$ cat src/rtl/frame_writer.sv
// Frame writer: drains a filtered-pixel FIFO into an image RAM, one full
// ROW x COL frame per start request, raster order, one pixel per cycle max.
module frame_writer #(
    parameter int ADDR_WIDTH = 16,
    parameter int DATA_WIDTH = 8,
    parameter int ROW        = 256,
    parameter int COL        = 256
) (
    input  logic                  clk,
    input  logic                  reset,
    input  logic                  start,
    input  logic                  fifo_empty,
    input  logic [DATA_WIDTH-1:0] fifo_data,
    output logic                  pop,
    output logic                  mem_we,
    output logic [ADDR_WIDTH-1:0] mem_addr,
    output logic [DATA_WIDTH-1:0] mem_data,
    output logic                  busy,
    output logic                  done
);

    localparam logic [ADDR_WIDTH:0]   TOTAL    = (ADDR_WIDTH+1)'(ROW * COL);
    localparam logic [ADDR_WIDTH-1:0] COL_W    = ADDR_WIDTH'(COL);
    localparam logic [ADDR_WIDTH-1:0] COL_LAST = ADDR_WIDTH'(COL - 1);

    typedef enum logic [1:0] {IDLE, RUN, DRAIN, FIN} state_t;

    state_t                state, state_nxt;
    logic [ADDR_WIDTH:0]   pop_cnt;
    logic [ADDR_WIDTH-1:0] row, col;
    logic                  mem_we_q;
    logic [ADDR_WIDTH-1:0] mem_addr_q;

    // pop is gated by reset so no pixel leaves the FIFO while the frame is being aborted
    always_comb begin
        state_nxt = state;
        pop       = 1'b0;
        case (state)
            IDLE:  if (start) state_nxt = RUN;
            RUN: begin
                pop = reset && !fifo_empty && (pop_cnt < TOTAL);
                if (pop && (pop_cnt == TOTAL - 1'b1)) state_nxt = DRAIN;
            end
            DRAIN: state_nxt = FIN;
            FIN:   state_nxt = IDLE;
            default: state_nxt = IDLE;
        endcase
    end

    always_ff @(posedge clk) begin
        if (!reset) begin
            state      <= IDLE;
            pop_cnt    <= '0;
            row        <= '0;
            col        <= '0;
            mem_we_q   <= 1'b0;
            mem_addr_q <= '0;
        end else begin
            state    <= state_nxt;
            mem_we_q <= pop;
            if (state == IDLE && start) begin
                pop_cnt <= '0;
                row     <= '0;
                col     <= '0;
            end else if (pop) begin
                pop_cnt    <= pop_cnt + 1'b1;
                mem_addr_q <= row * COL_W + col;
                if (col == COL_LAST) begin
                    col <= '0;
                    row <= row + 1'b1;
                end else begin
                    col <= col + 1'b1;
                end
            end
        end
    end

    // FIFO read data only becomes valid the cycle after pop, which is the
    // write cycle itself, so data is passed straight through under mem_we.
    assign mem_we   = mem_we_q;
    assign mem_addr = mem_addr_q;
    assign mem_data = mem_we_q ? fifo_data : '0;
    assign busy     = (state == RUN) || (state == DRAIN);
    assign done     = (state == FIN);

endmodule

$ cat config.mk
export PLATFORM = sky130hd
export DESIGN_NAME = frame_writer
export DESIGN_NICKNAME = d
export VERILOG_FILES = /design/src/rtl/frame_writer.sv
export SDC_FILE = /design/constraint.sdc
export NUM_CORES = 1
export LEC_CHECK = 0
export CORE_ASPECT_RATIO = 0.8
export CORE_MARGIN = 5
export CORE_UTILIZATION = 40
export CTS_BUF_LIST = sky130_fd_sc_hd__clkbuf_8
export DETAILED_ROUTE_END_ITERATION = 7
export GPL_TIMING_DRIVEN = 0
export SETUP_SLACK_MARGIN = 0.1
export SYNTH_ARGS = -nofsm -noshare
export SYNTH_HDL_FRONTEND = slang
export SYNTH_SLANG_ARGS = --single-unit
$ cat constraint.sdc
create_clock -name clk -period 6 [get_ports clk]
set_clock_uncertainty 0.1 [all_clocks]
set_input_delay 1.2 -clock clk [delete_from_list [all_inputs] [get_ports clk]]
set_output_delay 1.2 -clock clk [all_outputs]
set_load 0.01 [all_outputs]
==> results.yml <==
sta:
  hold_viol: 0
  setup-tns-final_ps: 0
  layout_min_cycle_time_ps: 4760
  holdWs_ps: 353
  final_max_slew_viol_count: 0
  fmax_mhz: 210
  setup_violations: 0
  rsz0062_at_grt: "false"
  min_period_over_period: 0.793
  slew-limit-headroom: 0.644
  worst_pin_slew_ps: 535
synth:
  syn-num-nets: 390
  synth_edf_count: 0
  ys.flop_type: "dfxtp_1"
  synthCells: 361
  synth_seq_cells: 60
  synth_warnings: 0
  syn_area_per_cell_sq_um: 8.47
  seq_area_frac_synth: 0.393
  async_flop_share: 0
  syn_area_sq_um: 3060
  ys_types: 49
layout:
  syn_to_final_growth_pct: 24.1
  regArea_sq_um: 1200
  fillers: 729
  drive_above_1_share: 0.0601
  final_cell_mix: "60 x dfxtp_1, 41 x nand2_1, 39 x clkdlybuf4s50_1, 34 x a21oi_1, 25 x nor2_1"
  final_common_cell: "dfxtp_1"
  fin_nets: 440
  multi_input_area_sq_um: 1750
  diodes: 0
placement:
  portBuffers: 39
  gp_congestion: 0.844
  dpl.hpwl_um: 5550
setup_path:
  criticalPathCategory: "primary input to output pin"
  slowest_stage: "clkdlybuf4s50_1"
  path_cells: "clkdlybuf4s50_1 > nand4bb_1 > buf_2 > inv_2 > buf_1 > clkdlybuf4s50_1"
  end_kind: "output pin"
  crit_buf_inv: 5
  slowest_delay_ps: 640
  reg2reg_setup_slack_ps: 3370
  crit_path_start_kind: "primary input"
  worst_ep_arrival_time_ps: 3460
  path_delay_family: "buffers and inverters"
  cp_data_required_time_ps: 4700
  crit_fanout: 10
  path_common_cell: "clkdlybuf4s50_1"
power:
  power_density_nw_per_um2: 262
  vdd_drop_max_mv: 0.144
  p_leak_nw: 1.27
min_path:
  hp-class: "register to register"
global_routing:
  antenna_found_initial: 0
  grt_pass1_wl_um: 12600
  grt_max_degree: 12
  overflow: 0
  grt_pass1_vias: 2538
  track_usage: 0.167
route:
  routed_wl_um: 7560
  avgRoutedWirePerCell_um: 14.5
  dr.pass1.iters: 4
  drt-vias-per-instance: 5.35
  drc: 0
  drtIter0Drc: 147
  antenna_left: 0
  vias: 2785
clock_network:
  htreeDepth: 3
  clockRootBuffer: "clkbuf_8"
  cts_setup_buffers: 0
  cts_buffers: 9
  clock_sinks: 60
  path_clk_slew_ps: 70
  hold_buffers: 0
  insertion_delay_ps: 340
  clock_path_buffers: 2
  cts-resized-gates: 0
  cts_tree: "done"
die:
  die_area_sq_um: 9510
  fp.dieH_um: 88.2
  initial_utilization: 0.412
  pin_count: 40
  placementRows: 28
  die_width_um: 108
  core_sq_um: 7430
run_status:
  status: "finished clean"
flow_run:
  cap_violations: 0
==> area by class of cell <==
type                            count  area share
Buffer                             15      0.0178
Inverter                           12      0.0119
Clock inverter                      7      0.0241
Sequential cell                    60       0.316
Tap cell                          105      0.0346
Clock buffer                        9      0.0326
Timing Repair Buffer               39       0.103
Multi-Input combinational cell    274       0.460
==> report_power, final <==
group / leakage, nW / internal, mW / switching [mW]
registers: 0.484 / 0.409 / 0.0119
clock network: 0.109 / 0.232 / 0.168
logic: 0.680 / 0.0716 / 0.103
==> synth_stat cells (3+ instances only) <==
master	number	area, sq um
dfxtp_1	60	1200
or4_1	8	60.1
and2_1	9	56.3
a21oi_1	34	170
o311ai_0	6	52.6
clkbuf_1	10	37.5
nand4_1	12	75.1
buf_2	3	15.0
or3_1	5	31.3
xor2_1	11	96.3
o21a_1	3	22.5
nor3_1	3	15.0
nand3_1	16	80.1
nor2_1	25	93.8
nor4_1	7	43.8
o31ai_1	9	67.6
o41ai_1	5	43.8
nand2_1	41	154
o21ai_0	12	60.1
and3_1	5	31.3
ha_1	16	200
a211oi_1	3	22.5
nand2b_1	7	43.8
xnor2_1	8	70.1
o211ai_1	3	22.5
inv_1	11	41.3
==> metal layers <==
metal	global-route usage	part of all wire
met1	0.239	0.52
met2	0.244	0.40
met3	0.0547	0.069
met4	0.0413	0.012
met5	0	0
==> path summary, 6_finish.rpt <==
kind / startpoint / to / cells after the start
worst max-delay path: fifo_empty / pop / 6
worst min-delay path: mem_addr[11]$_SDFFE_PN0P_ / mem_addr[11]$_SDFFE_PN0P_ / 2
worst max register to register: state[1]$_SDFFE_PN0P_ / mem_addr[5]$_SDFFE_PN0P_ / 10
worst min register to register: mem_addr[11]$_SDFFE_PN0P_ / mem_addr[11]$_SDFFE_PN0P_ / 2
==> per-stage QoR <==
| step | instances | utilization | cell area, sq um | power [mW] | setup slack (ps) |
|---|---|---|---|---|---|
| 6_report | 521 | 0.511 | 3800 | 0.996 | 1240 |
| 3_3_place_gp | 505 | 0.482 | 3580 | 0.600 | 1260 |
| 4_1_cts | 521 | 0.511 | 3800 | 1.01 | 1260 |
| 5_1_grt | 521 | 0.511 | 3800 | 1.05 | 1140 |
| 2_1_floorplan | 361 | - | 3060 | 0.532 | 2680 |
| 3_5_place_dp | 505 | 0.482 | 3580 | 0.605 | 1290 |
==> worst reg2reg max path, delay by kind of cell (launching register included) <==
family,cells,cell delay (ps)
buffers and inverters,5,1310
adders and majority gates,1,210
DFF,1,390
AOI/OAI and AO/OA,1,150
and+or+nand+nor,3,410
==> flip-flops by register name, indices dropped and copies added, names as in the netlist <==
| name | count |
|---|---|
| row | 8 |
| pop_cnt | 17 |
| mem_we | 1 |
| mem_addr | 16 |
| col | 16 |
| state | 2 |
==> cell families after synthesis <==
group | count (synthesis) | synth area share
AND/OR/NAND/NOR | 155 | 0.272
buffers and inverters | 27 | 0.0368
XOR/XNOR | 19 | 0.0544
adder cells (fa/ha/maj) | 17 | 0.0720
multiplexers | 1 | 0.00327
AO/OA/AOI/OAI | 82 | 0.169
flip-flops | 60 | 0.393
Note: power is estimated with default switching activity, not from simulation.
